$ cat src/rtl/uart_ctrl_pkg.sv
// Shared types and helpers for the UART transmit-side control blocks.
package uart_ctrl_pkg;

  localparam int unsigned UART_DATA_W = 8;

  typedef enum logic [1:0] {
    ST_IDLE,
    ST_START,
    ST_ACK,
    ST_DONE
  } state_t;

  // Ceiling log2 usable in parameter expressions.
  function automatic int unsigned clog2(input int unsigned v);
    int unsigned r;
    r = 0;
    for (int unsigned i = 0; i < 32; i++) begin
      if ((32'd1 << i) < v) r = i + 1;
    end
    return r;
  endfunction

endpackage

$ cat src/rtl/rr_arbiter.sv
// Combinational round-robin pick: first asserted request at or after ptr, wrapping at N-1.
module rr_arbiter #(
  parameter int unsigned N   = 4,
  parameter int unsigned IDW = 2
) (
  input  logic [N-1:0]   req,
  input  logic [IDW-1:0] ptr,
  output logic [N-1:0]   gnt_onehot,
  output logic [IDW-1:0] gnt_idx,
  output logic           any
);

  always_comb begin
    int unsigned j;
    logic        found;
    gnt_onehot = '0;
    gnt_idx    = '0;
    found      = 1'b0;
    j          = 0;
    for (int unsigned k = 0; k < N; k++) begin
      j = (32'(ptr) + k) % N;
      if (!found && (|(req & (N'(1) << j)))) begin
        found      = 1'b1;
        gnt_idx    = IDW'(j);
        gnt_onehot = N'(1) << j;
      end
    end
    any = |req;
  end

endmodule

$ cat src/rtl/uart_tx_arbiter.sv
// Round-robin front end for a shared uart_tx: accepts one byte, pulses start,
// then follows busy until the frame completes; flags a missing busy acknowledge.
module uart_tx_arbiter
  import uart_ctrl_pkg::*;
#(
  parameter int unsigned NUM_REQ     = 4,
  parameter int unsigned IDW         = clog2(NUM_REQ),
  parameter int unsigned ACK_TIMEOUT = 8
) (
  input  logic                           clk,
  input  logic                           rst,
  input  logic [NUM_REQ-1:0]             req_valid,
  input  logic [NUM_REQ*UART_DATA_W-1:0] req_data,
  output logic [NUM_REQ-1:0]             req_ready,
  output logic                           tx_start,
  output logic [UART_DATA_W-1:0]         tx_data,
  input  logic                           tx_busy,
  output logic [IDW-1:0]                 grant_id,
  output logic                           active,
  output logic                           err_no_ack,
  input  logic                           err_clr
);

  localparam int unsigned ACK_W = clog2(ACK_TIMEOUT) + 1;

  state_t                 state;
  logic [IDW-1:0]         rr_ptr;
  logic [ACK_W-1:0]       ack_cnt;
  logic [NUM_REQ-1:0]     gnt_onehot;
  logic [IDW-1:0]         gnt_idx;
  logic                   gnt_any;
  logic [UART_DATA_W-1:0] req_bytes [NUM_REQ];

  for (genvar i = 0; i < NUM_REQ; i++) begin : g_unpack
    assign req_bytes[i] = req_data[i*UART_DATA_W +: UART_DATA_W];
  end

  rr_arbiter #(
    .N   (NUM_REQ),
    .IDW (IDW)
  ) u_rr (
    .req        (req_valid),
    .ptr        (rr_ptr),
    .gnt_onehot (gnt_onehot),
    .gnt_idx    (gnt_idx),
    .any        (gnt_any)
  );

  // A stray busy frame in IDLE blocks acceptance entirely.
  assign req_ready = (state == ST_IDLE && !tx_busy) ? gnt_onehot : '0;
  assign active    = (state != ST_IDLE);

  always_ff @(posedge clk) begin
    if (rst) begin
      state      <= ST_IDLE;
      rr_ptr     <= '0;
      tx_start   <= 1'b0;
      tx_data    <= '0;
      grant_id   <= '0;
      err_no_ack <= 1'b0;
      ack_cnt    <= '0;
    end else begin
      tx_start <= 1'b0;
      // A timeout set below overrides a clear in the same cycle.
      if (err_clr) err_no_ack <= 1'b0;
      case (state)
        ST_IDLE: begin
          if (!tx_busy && gnt_any) begin
            tx_data  <= req_bytes[gnt_idx];
            grant_id <= gnt_idx;
            rr_ptr   <= (gnt_idx == IDW'(NUM_REQ - 1)) ? '0 : gnt_idx + IDW'(1);
            tx_start <= 1'b1;
            state    <= ST_START;
          end
        end
        ST_START: begin
          ack_cnt <= '0;
          state   <= ST_ACK;
        end
        ST_ACK: begin
          ack_cnt <= ack_cnt + ACK_W'(1);
          if (tx_busy) begin
            state <= ST_DONE;
          end else if (ack_cnt == ACK_W'(ACK_TIMEOUT - 1)) begin
            err_no_ack <= 1'b1;
            state      <= ST_IDLE;
          end
        end
        ST_DONE: begin
          if (!tx_busy) state <= ST_IDLE;
        end
        default: state <= ST_IDLE;
      endcase
    end
  end

endmodule

$ cat config.mk
export PLATFORM = sky130hd
export DESIGN_NAME = uart_tx_arbiter
export DESIGN_NICKNAME = d
export VERILOG_FILES = /design/src/rtl/uart_ctrl_pkg.sv /design/src/rtl/rr_arbiter.sv /design/src/rtl/uart_tx_arbiter.sv
export SDC_FILE = /design/constraint.sdc
export NUM_CORES = 1
export LEC_CHECK = 0
export CAP_MARGIN = 30
export CORE_MARGIN = 4
export CORE_UTILIZATION = 40
export DETAILED_ROUTE_END_ITERATION = 6
export PLACE_DENSITY = 0.71
export SYNTH_ARGS = -nofsm -noshare
export SYNTH_HDL_FRONTEND = slang
export SYNTH_SLANG_ARGS = --single-unit
$ cat constraint.sdc
create_clock -name clk -period 3 [get_ports clk]
set_input_delay 0.75 -clock clk [delete_from_list [all_inputs] [get_ports clk]]
set_output_delay 0.75 -clock clk [all_outputs]
set_load 0.005 [all_outputs]
# [Word level (Yosys, flattened, before mapping)]
# Cells that the tools add are included.
[classes] add_sub_neg=5 magnitude_cmp=1 n_eq_ne=8 shifts=4 n_mux=27 bitwise=6 reduce_logical=20
[ops] cell="$mux 4" n=5
[ops] cell="$reduce_or 4->1" n=5
[ops] cell="$mux 2" n=9
[ops] cell="$and 4x4->4" n=4
[ops] cell="$bmux 8 s2" n=1
[ops] cell="$mux 8" n=2
[ops] cell="$shl 1x2->4 const A" n=4
[ops] cell="$mux 1" n=8
[ops] cell="$pmux 2 s4" n=1
[ops] cell="$pmux 4 s2" n=1
[ops] cell="$eq 2x2->1 const B" n=3
[ops] cell="$logic_and 1x1->1" n=5
[ops] cell="$add 2x1->2 const B" n=2
[ops] cell="$add 2x2->2 const B" n=2
[ops] cell="$add 4x1->4 const B" n=1
[ops] cell="$eq 4x3->1 const B" n=1
[ops] cell="$logic_not 1->1" n=4
[ops] cell="$reduce_bool 2->1" n=2
[ops] cell="$ge 3x3->1 const B" n=1
[ops] cell="$ne 3x3->1 const B" n=1
[ops] cell="$not 2->3" n=1
[ops] cell="$reduce_and 3->1" n=1
[ops] cell="$eq 2x1->1 const B" n=1
[ops] cell="$logic_not 2->1" n=1
[ops] cell="5 further kinds" n=5
[totals] regBits=20 word_cells=78

# [Logic depth before layout (Yosys ltp)]
# Gate-level depths: netlist of run 1.
[logic_depth] word_depth=17 mapped_depth=13 mapped_depth_nobuf=8

# [By module]
# Synthesis of run 1 repeated with hierarchy kept, for this count alone.
[hier_totals] cells_unflattened=180 hier_area_um2=1601.5
[modules_own_cells] module="uart_tx_arbiter" instances=1 cells_each=126 area_each_um2=1163.6 seq_area_each_um2=400.4
[modules_own_cells] module="rr_arbiter" instances=1 cells_each=54 area_each_um2=437.9 seq_area_each_um2=0.0

# [Worst setup path after synthesis of run 1]
# OpenSTA, ideal clock, no wires.
[synth_timing] path_type="register to output" start="register rr_ptr[0]" end="output req_ready[0]" t_arrival_ns=2.260 required_time_ns=2.250 slack_ns=-0.010 stages_incl_launch_ff=11 path_buffers=3 cell_sequence="dfxtp_1 -> clkbuf_1 -> clkbuf_1 -> inv_1 -> ha_1 -> buf_6 -> a22o_1 -> a211oi_2 -> a221o_1 -> o21ai_0 -> a21oi_1"
[synth_via] elab_chain_cells=14 word_cells_on_any_way=29 classes_between="add/sub: 3; shift: 4; mux: 8; bitwise: 4; reduce/logical: 10"
[synth_rtl] element="start: declaration" line="uart_tx_arbiter.sv:27" rtl="logic [IDW-1:0] rr_ptr;"
[synth_rtl] element="start signal: assignment" line="uart_tx_arbiter.sv:71" rtl="rr_ptr <= (gnt_idx == IDW'(NUM_REQ - 1)) ? '0 : gnt_idx + IDW'(1);"
[synth_rtl] element="branches (longest 12 deep; another with $add 2x1->2)"
[synth_rtl] element="$mux 4 *" line="rr_arbiter.sv:22" rtl="if (!found && (|(req & (N'(1) << j)))) begin"
[synth_rtl] element="$mux 4 *" line="uart_tx_arbiter.sv:50" rtl="assign req_ready = (state == ST_IDLE && !tx_busy) ? gnt_onehot : '0;"
[synth_rtl] element="end: declaration" line="uart_tx_arbiter.sv:14" rtl="output logic [NUM_REQ-1:0] req_ready,"
# Every way passes the cells marked *.

# [Final worst setup path of run 1]
[layout_timing] start="input req_valid[3]" end="output req_ready[3]"
[layout_via] elab_chain_cells=13 word_cells_on_any_way=22 classes_between="mux: 8; bitwise: 4; reduce/logical: 10"
[layout_rtl] element="start: declaration" line="uart_tx_arbiter.sv:12" rtl="input logic [NUM_REQ-1:0] req_valid,"
[layout_rtl] element="$and 4x4->4" line="rr_arbiter.sv:22"
[layout_rtl] element="$reduce_or 4->1" line="rr_arbiter.sv:22"
[layout_rtl] element="$mux 1" line="rr_arbiter.sv:22"
[layout_rtl] element="$logic_not 1->1" line="rr_arbiter.sv:22"
[layout_rtl] element="$logic_and 1x1->1" line="rr_arbiter.sv:22"
[layout_rtl] element="$mux 1" line="rr_arbiter.sv:22"
[layout_rtl] element="$logic_not 1->1" line="rr_arbiter.sv:22"
[layout_rtl] element="$logic_and 1x1->1" line="rr_arbiter.sv:22"
[layout_rtl] element="$mux 1" line="rr_arbiter.sv:22"
[layout_rtl] element="$logic_not 1->1" line="rr_arbiter.sv:22"
[layout_rtl] element="$logic_and 1x1->1" line="rr_arbiter.sv:22"
[layout_rtl] element="$mux 4 *" line="rr_arbiter.sv:22"
[layout_rtl] element="$mux 4 *" line="uart_tx_arbiter.sv:50"
# Mark *: on every way between the ends. The rest lies on a longest branch, timed or not.

==> results of run 1 <==
logic make-up (layout without fill, tap and decap cells):
kind of cell,count (synthesis),after routing,synth area share
flops,20,20,0.1929
mux,25,25,0.1212
compound gates,75,75,0.2827
xor+xnor,1,1,0.004220
buf+inv,28,112,0.07173
simple gates,107,107,0.2731
fa+ha+maj,9,9,0.05425
layer usage:
metal | vias to the layer above | GRT usage
met5 | - | 0
met4 | 0 | 0.03885
met3 | 6 | 0.03725
met2 | 77 | 0.3286
met1 | 1149 | 0.2527
li1 | 1176 | -
how the worst max path moves through the flow:
stage	cells after the start	start	endpoint
5_1_grt	9	rr_ptr[0]$_SDFFE_PP0P_	req_ready[3]
4_1_cts	8	req_valid[3]	req_ready[3]
2_1_floorplan	10	rr_ptr[0]$_SDFFE_PP0P_	req_ready[0]
3_5_place_dp	7	req_valid[0]	req_ready[1]
6_report	8	req_valid[3]	req_ready[3]
3_3_place_gp	9	req_valid[3]	req_ready[1]
sequential cells by signal, indices dropped and copies added, names as in the netlist:
| register | cells |
|---|---|
| rr_ptr | 2 |
| ack_cnt | 4 |
| grant_id | 2 |
| tx_data | 8 |
| tx_start | 1 |
| state | 2 |
| err_no_ack | 1 |
metrics by stage:
step | instances | util | setup slack, ns
6_report | 416 | 0.6367 | 0.06266
4_1_cts | 414 | 0.6321 | 0.01123
3_5_place_dp | 404 | 0.5979 | -0.5795
5_1_grt | 416 | 0.6367 | -0.007093
2_1_floorplan | 265 | - | 0.06995
3_3_place_gp | 402 | 0.5933 | -0.5254
cell type report:
type | count | area, um2
tap | 67 | 83.83
fill | 430 | 1773
clock inverter | 1 | 30.03
inverter | 7 | 26.28
clock buffer | 3 | 41.29
multi-input combinational | 217 | 1615
sequential | 20 | 405.4
timing repair buffer | 101 | 904.6
cells in the mapped netlist, types with 3 or more instances:
| cell type | instances |
|---|---|
| sky130_fd_sc_hd__a22o_1 | 6 |
| sky130_fd_sc_hd__nor3b_1 | 17 |
| sky130_fd_sc_hd__nor3_1 | 4 |
| sky130_fd_sc_hd__o221ai_1 | 8 |
| sky130_fd_sc_hd__a21oi_1 | 12 |
| sky130_fd_sc_hd__clkbuf_1 | 14 |
| sky130_fd_sc_hd__a22oi_2 | 4 |
| sky130_fd_sc_hd__mux2i_1 | 24 |
| sky130_fd_sc_hd__a221o_1 | 4 |
| sky130_fd_sc_hd__o21ai_0 | 8 |
| sky130_fd_sc_hd__nand4_1 | 16 |
| sky130_fd_sc_hd__a22oi_1 | 3 |
| sky130_fd_sc_hd__a211oi_1 | 3 |
| sky130_fd_sc_hd__dfxtp_1 | 20 |
| sky130_fd_sc_hd__o211ai_1 | 16 |
| sky130_fd_sc_hd__nand2_1 | 27 |
| sky130_fd_sc_hd__or2_2 | 9 |
| sky130_fd_sc_hd__ha_1 | 9 |
| sky130_fd_sc_hd__nor2_1 | 19 |
| sky130_fd_sc_hd__nand2b_1 | 4 |
| sky130_fd_sc_hd__inv_1 | 7 |
| sky130_fd_sc_hd__nand3_1 | 4 |
layout by cell type (no fill, tap or decap), types with 7 or more instances in the layout:
cell,instances
sky130_fd_sc_hd__a21oi_1,12
sky130_fd_sc_hd__o21ai_0,7
sky130_fd_sc_hd__o221ai_1,8
sky130_fd_sc_hd__or2_2,9
sky130_fd_sc_hd__buf_4,40
sky130_fd_sc_hd__nor3b_1,17
sky130_fd_sc_hd__o211ai_1,16
sky130_fd_sc_hd__clkdlybuf4s50_1,48
sky130_fd_sc_hd__mux2i_1,24
sky130_fd_sc_hd__dfxtp_1,18
sky130_fd_sc_hd__nand2_1,26
sky130_fd_sc_hd__nand4_1,16
sky130_fd_sc_hd__nor2_1,18
tightest hold or removal path, delay by kind of cell (launching register included):
kind,cells,cell delay [ns]
AO/OA/AOI/OAI,1,0.05
flip-flops,1,0.32
AND/OR/NAND/NOR,1,0.06
power by group:
group	internal [mW]	total (mW)	switching (mW)
Sequential	0.340	0.384	0.0438
Clock	0.178	0.280	0.102
Combinational	0.942	1.90	0.961
what timing repair did:
action	4_1_cts	5_1_grt
gates resized for setup	33	16
cloned	0	0
setup buffers	6	2
pin swaps	13	9
setup endpoints to repair	12	4
==> qor.txt, run 1 <==
critical register-to-register path endpoint -> tx_data[5]$_SDFFE_PP0P_
CP Data Arrival Time -> 2.19 ns
total nets after synthesis -> 314
starting utilization of the core area -> 0.4254
gate count after technology mapping -> 265
antenna violations before repair -> 0
DRC violations left -> 0
PD cells -> 826.3 mW/mm2
Routed met1 length -> 2.843 mm
proportion of layout cells with a drive suffix above 1 -> 0.2550
vias in the first global route -> 2241
worst vdd ir -> 0.5518 mV
Fin. Hold Viols -> 0
worst slew margin relative to its limit -> 0.6270
Slew @ Worst Pin -> 0.5544 ns
startpoint of the most critical hold path -> err_no_ack$_SDFF_PP0_
detailed-routed wire length on met2 -> 3.130 mm
final critical path time including I/O delays and setup -> 2.937 ns
clk slew on worst S/H paths -> 0.08 ns
mean post-synth cell area -> 7.833 um2
Crit. End Element -> output port
vias after detailed routing -> 2408
number of sinks handled by clock tree synthesis -> 20
Leak Pwr -> 1.222 nW
clock tree from TritonCTS -> done
MaxCap Viol Count -> 0
number of inserted diodes -> 0
number of port buffers -> 56
Die Footprint -> 0.006406 mm2
number of flops mapped to enable cells by yosys -> 0
Yosys top cell by area -> sky130_fd_sc_hd__dfxtp_1
post-route total power -> 2.567 mW
nets@finish -> 399
cell at the slowest stage of the critical path -> sky130_fd_sc_hd__a22o_1
post-detailed-route count of antenna-violating nets -> 0
Crit Path Category -> in -> out
portion of the post-synthesis area used by sequential elements -> 0.1929
highest clock rate -> 0.3404 GHz
kind of start point of the critical path -> primary input
final period utilization -> 0.9791
Root Buffer Master -> sky130_fd_sc_hd__clkbuf_8
placeable core area -> 0.004880 mm2
wire length per cell after detailed routing -> 15.30 um
buffer depth of the longest clock path -> 2
Mapped Area -> 0.002076 mm2
sum of met3 wire segment lengths after detailed routing -> 347 um
Total Routed Length -> 6.365 mm
Num CTS Buffers -> 3
share of the synthesized area in the top cell type -> 0.1929
r2r setup slk -> 0.21 ns
Placer Congestion -> 0.8137
buffers and inverters on the worst path -> 3
residual overflow from global routing -> 0
number of rows in the core area -> 25
depth of the worst register-to-register path -> 12
latest clock arrival within the worst-skew pair -> 0.27 ns
Detailed Route Iter0 Violations -> 150
cell type group with the largest total delay on the critical path -> compound AO/OA/AOI/OAI gates
sequence of cells on the critical path -> clkdlybuf4s15_2, a22o_1, a211oi_4, buf_4, a221o_1, o21ai_0, a21oi_1, buf_2
HPWL Detailed -> 4.367 mm
Pre-Repair DR Iteration Count -> 4
Avg Vias per Cell -> 5.788
RR Startpoint -> rr_ptr[0]$_SDFFE_PP0P_
share of async-settable or async-resettable flops after synthesis -> 0
Top FF cell, synth -> sky130_fd_sc_hd__dfxtp_1
hold buffer count at CTS -> 0
max-slew violations -> 0
Placement Cell Area -> 0.002918 mm2
die span in x -> 80.04 um
type of the most critical hold path -> reg -> reg
All-Layer GR Usage -> 0.1934
Final Setup Violations -> 0
Crit path required time -> 2.25 ns
highest layer used for signal routing -> met4
peak fanout along the critical path -> 4
largest net degree at the start of global routing -> 37
global-route wire length before repair -> 10.18 mm
peak per-stage delay on the critical path -> 0.30 ns
post-route setup TNS -> 0 ns
number of instances on the worst hold path -> 2
Die H -> 80.04 um
growth of design area from synthesis to finish -> 49.67%
outcome -> finished clean
H-Tree Depth -> 1
synth unique cells -> 42
io pins -> 57
register bit total from synthesis -> 20
Worst Hold End -> err_no_ack$_SDFF_PP0_
number of warnings reported in the yosys synthesis log -> 0
Final Hold Slack -> 0.4769 ns
largest cells by area after synthesis -> sky130_fd_sc_hd__dfxtp_1, sky130_fd_sc_hd__mux2i_1, sky130_fd_sc_hd__nor3b_1
post-route cell area -> 0.003107 mm2
Fin Clk Skew -> 0.007608 ns
No activity file was read; power rests on OpenSTA's default activity.
==> run 2, diff against run 1 <==
- PLACE_DENSITY: 0.71 -> 0.75
- SYNTH_HIERARCHICAL: not set -> 1
==> run 2 against run 1 <==
The run now ends with setup timing left. Register-to-register slack worse by 0.06 ns. Critical path depth is the same. Area after synthesis shrank 23%. Via count shrank 30%. Global-route usage decreased by 1.6 points. Sequential power grew 2%. Total power decreased by 19%. Largest cell class unchanged. Critical path type unchanged. Combinational power is 20% lower. Non-clock buffer count is 13 lower. Die area fell by 21%.
==> qor.txt, run 2 <==
outcome -> finished, violations left (was finished clean)
violations in the final reports -> setup timing
registers with the most flip-flops -> tx_data x8, ack_cnt x4 (unchanged)
startpoint of the most critical hold path -> tx_data[0]$_SDFFE_PP0P_ (was err_no_ack$_SDFF_PP0_)
Yosys top cell by area -> sky130_fd_sc_hd__dfxtp_1 (unchanged)
post-detailed-route count of antenna-violating nets -> 0 (unchanged)
Cell Count Post-Placement -> 294 (was 404)
Crit Path Category -> in -> out (unchanged)
die span in x -> 71.28 um (was 80.04 um)
HPWL Detailed -> 3.311 mm (was 4.367 mm)
Placer Congestion -> 0.9029 (was 0.8137)
RSZ-0062 raised after global routing -> yes
proportion of layout cells with a drive suffix above 1 -> 0.2901 (was 0.2550)
DRC violations left -> 0 (unchanged)
Leak Pwr -> 0.9705 nW (was 1.222 nW)
nets@finish -> 317 (was 399)
Die Footprint -> 0.005080 mm2 (was 0.006406 mm2)
Pre-Repair DR Iteration Count -> 4 (unchanged)
Top FF cell, synth -> sky130_fd_sc_hd__dfxtp_1 (unchanged)
vias after detailed routing -> 1697 (was 2408)
synth unique cells -> 42 (unchanged)
Num CTS Buffers -> 3 (unchanged)
Fin. Hold Viols -> 0 (unchanged)
Final Worst Setup Slack -> -0.007762 ns (was 0.06266 ns)
largest net degree at the start of global routing -> 19 (was 37)
Root Buffer Master -> sky130_fd_sc_hd__clkbuf_8 (unchanged)
total nets after synthesis -> 233 (was 314)
Final Hold Slack -> 0.4543 ns (was 0.4769 ns)
Die H -> 71.28 um (was 80.04 um)
starting utilization of the core area -> 0.4247 (was 0.4254)
Total Routed Length -> 4.606 mm (was 6.365 mm)
max-slew violations -> 0 (unchanged)
final critical path time including I/O delays and setup -> 3.008 ns (was 2.937 ns)
H-Tree Depth -> 1 (unchanged)
critical path launch point -> req_valid[2] (was req_valid[3])
number of flops mapped to enable cells by yosys -> 0 (unchanged)
antenna violations before repair -> 0 (unchanged)
Crit. End Element -> output port (unchanged)
number of warnings reported in the yosys synthesis log -> 6 (was 0)
largest register by flop count -> tx_data (unchanged)
share of async-settable or async-resettable flops after synthesis -> 0 (unchanged)
gate count after technology mapping -> 180 (was 265)
top library cells by usage in the layout, fill and taps aside -> sky130_fd_sc_hd__clkdlybuf4s50_1, sky130_fd_sc_hd__buf_4, sky130_fd_sc_hd__nand2_1 (unchanged)
mean post-synth cell area -> 8.897 um2 (was 7.833 um2)
RR Startpoint -> rr_ptr[1]$_SDFFE_PP0P_ (was rr_ptr[0]$_SDFFE_PP0P_)
global-route wire length before repair -> 7.458 mm (was 10.18 mm)
portion of the post-synthesis area used by sequential elements -> 0.2500 (was 0.1929)
final period utilization -> 1.003 (was 0.9791)
post-route setup TNS -> -0.01077 ns (was 0 ns)
final core utilization -> 0.6652 (was 0.6367)
Detailed Route Iter0 Violations -> 52 (was 150)
Avg Vias per Cell -> 5.474 (was 5.788)
Crit path required time -> 2.25 ns (about the same)
clk slew on worst S/H paths -> 0.07 ns (was 0.08 ns)
latest clock arrival within the worst-skew pair -> 0.26 ns (was 0.27 ns)
PD cells -> 832.9 mW/mm2 (was 826.3 mW/mm2)
hold buffer count at CTS -> 0 (unchanged)
worst slew margin relative to its limit -> 0.7235 (was 0.6270)
most common library cell in the layout ignoring fill and taps -> sky130_fd_sc_hd__clkdlybuf4s50_1 (unchanged)
buffer depth of the longest clock path -> 2 (unchanged)
wire length per cell after detailed routing -> 14.86 um (was 15.30 um)
post-route total power -> 2.090 mW (was 2.567 mW)
residual overflow from global routing -> 0 (unchanged)
Mapped Area -> 0.001602 mm2 (was 0.002076 mm2)
number of rows in the core area -> 22 (was 25)
worst vdd ir -> 0.4693 mV (was 0.5518 mV)
number of flip-flops under the largest register name -> 8 (unchanged)
Slew @ Worst Pin -> 0.4147 ns (was 0.5544 ns)
MaxCap Viol Count -> 0 (unchanged)
register bit total from synthesis -> 20 (unchanged)
cell with the most instances after synthesis -> sky130_fd_sc_hd__nand2_1 (unchanged)
share of the synthesized area in the top cell type -> 0.2500 (was 0.1929)
number of port buffers -> 56 (unchanged)
growth of design area from synthesis to finish -> 56.64% (was 49.67%)
number of sinks handled by clock tree synthesis -> 20 (unchanged)
type of the most critical hold path -> reg -> reg (unchanged)
leading post-synthesis cells by instance count -> sky130_fd_sc_hd__nand2_1, sky130_fd_sc_hd__a21oi_1, sky130_fd_sc_hd__dfxtp_1, sky130_fd_sc_hd__ha_1, sky130_fd_sc_hd__nand3_1 (was sky130_fd_sc_hd__nand2_1, sky130_fd_sc_hd__mux2i_1, sky130_fd_sc_hd__dfxtp_1, sky130_fd_sc_hd__nor2_1, sky130_fd_sc_hd__nor3b_1)
io pins -> 57 (unchanged)
kind of start point of the critical path -> primary input (unchanged)
number of standard cells in the layout, taps in and fillers out -> 310 (was 416)
All-Layer GR Usage -> 0.1775 (was 0.1934)
largest cells by area after synthesis -> sky130_fd_sc_hd__dfxtp_1, sky130_fd_sc_hd__mux4_2, sky130_fd_sc_hd__ha_1 (was sky130_fd_sc_hd__dfxtp_1, sky130_fd_sc_hd__mux2i_1, sky130_fd_sc_hd__nor3b_1)
number of inserted diodes -> 0 (unchanged)
Final Setup Violations -> 2 (was 0)
Fin Clk Skew -> 0.006261 ns (was 0.007608 ns)
CP Data Arrival Time -> 2.26 ns (was 2.19 ns)
vias in the first global route -> 1625 (was 2241)
clock tree from TritonCTS -> done (unchanged)
placeable core area -> 0.003771 mm2 (was 0.004880 mm2)
highest clock rate -> 0.3325 GHz (was 0.3404 GHz)
peak fanout along the critical path -> 5 (was 4)
[run 2: changes by cell type in the layout (fill, tap and decap cells not counted), sizes merged, moves of 4 or more]
cell / delta
a21oi: +12
and2: +4
mux4: +8
nor2: -10
nor3b: -17
mux2i: -24
o211ai: -17
buf: -14
nand3: +7
o221ai: -6
nand4: -16
ha: +4
or2: -8
[run 2: timing repair]
item                       4_1_cts  5_1_grt
cloned                           1        0
setup endpoints to repair       12        4
buffers inserted                12        0
pin swaps                       11        4
resized for setup               35        8
[run 2: worst max-delay path, stage by stage]
cell	delay, ns
sky130_fd_sc_hd__buf_2	0.14
sky130_fd_sc_hd__a22o_4	0.27
sky130_fd_sc_hd__a221o_2	0.35
sky130_fd_sc_hd__buf_4	0.15
sky130_fd_sc_hd__a21oi_2	0.12
sky130_fd_sc_hd__a31oi_1	0.09
sky130_fd_sc_hd__and2_1	0.14
sky130_fd_sc_hd__dlygate4sd2_1	0.26
[run 2: final timing paths]
path                                                end  slack [ns]  depth (start not counted)
worst max-delay path                       req_ready[0]      -0.008                          8
worst min-delay path            tx_data[0]$_SDFFE_PP0P_        0.45                          2
worst max register to register   rr_ptr[0]$_SDFFE_PP0P_        0.15                         13
worst min register to register  tx_data[0]$_SDFFE_PP0P_        0.45                          2
[run 2: per-stage QoR]
stage | setup slack (ns) | area (um2)
final | -0.007762 | 2509
after global routing | -0.07417 | 2509
after CTS | 0.01151 | 2491
after detailed placement | -0.5509 | 2308
after global placement | -0.5204 | 2308
after floorplan | 0.4477 | 1602
[run 2: cell families (layout without fill, tap and decap cells)]
| kind of cell | after synthesis | after routing | share of synthesized area |
|---|---|---|---|
| adder cells (fa/ha/maj) | 13 | 13 | 0.1016 |
| buffers and inverters | 17 | 98 | 0.06406 |
| AND/OR/NAND/NOR | 72 | 72 | 0.2375 |
| flip-flops | 20 | 20 | 0.2500 |
| multiplexers | 9 | 9 | 0.1195 |
| AO/OA/AOI/OAI | 49 | 50 | 0.2274 |
[run 2: layer usage]
| layer | global-route usage | share of wire | up-vias | wire length (um) |
|---|---|---|---|---|
| met4 | 0.05428 | 0.021 | 0 | 98 |
| met5 | 0 | 0 | - | 0 |
| met1 | 0.2223 | 0.43 | 786 | 1980 |
| met3 | 0.04348 | 0.065 | 12 | 301 |
| met2 | 0.3000 | 0.48 | 71 | 2225 |
| li1 | - | - | 828 | - |
[run 2: area by class of cell]
| type | count | area (um2) |
|---|---|---|
| Clock buffer | 3 | 41.29 |
| Fill cell | 280 | 1262 |
| Inverter | 7 | 26.28 |
| Multi-Input combinational cell | 144 | 1177 |
| Sequential cell | 20 | 405.4 |
| Tap cell | 48 | 60.06 |
| Timing Repair Buffer | 88 | 798.3 |
[run 2: power breakdown]
group          internal (mW)  total, mW  switching [mW]
sequential             0.341      0.390          0.0491
clock                 0.0893      0.176          0.0865
combinational          0.846       1.52           0.678
total                   1.28       2.09           0.813
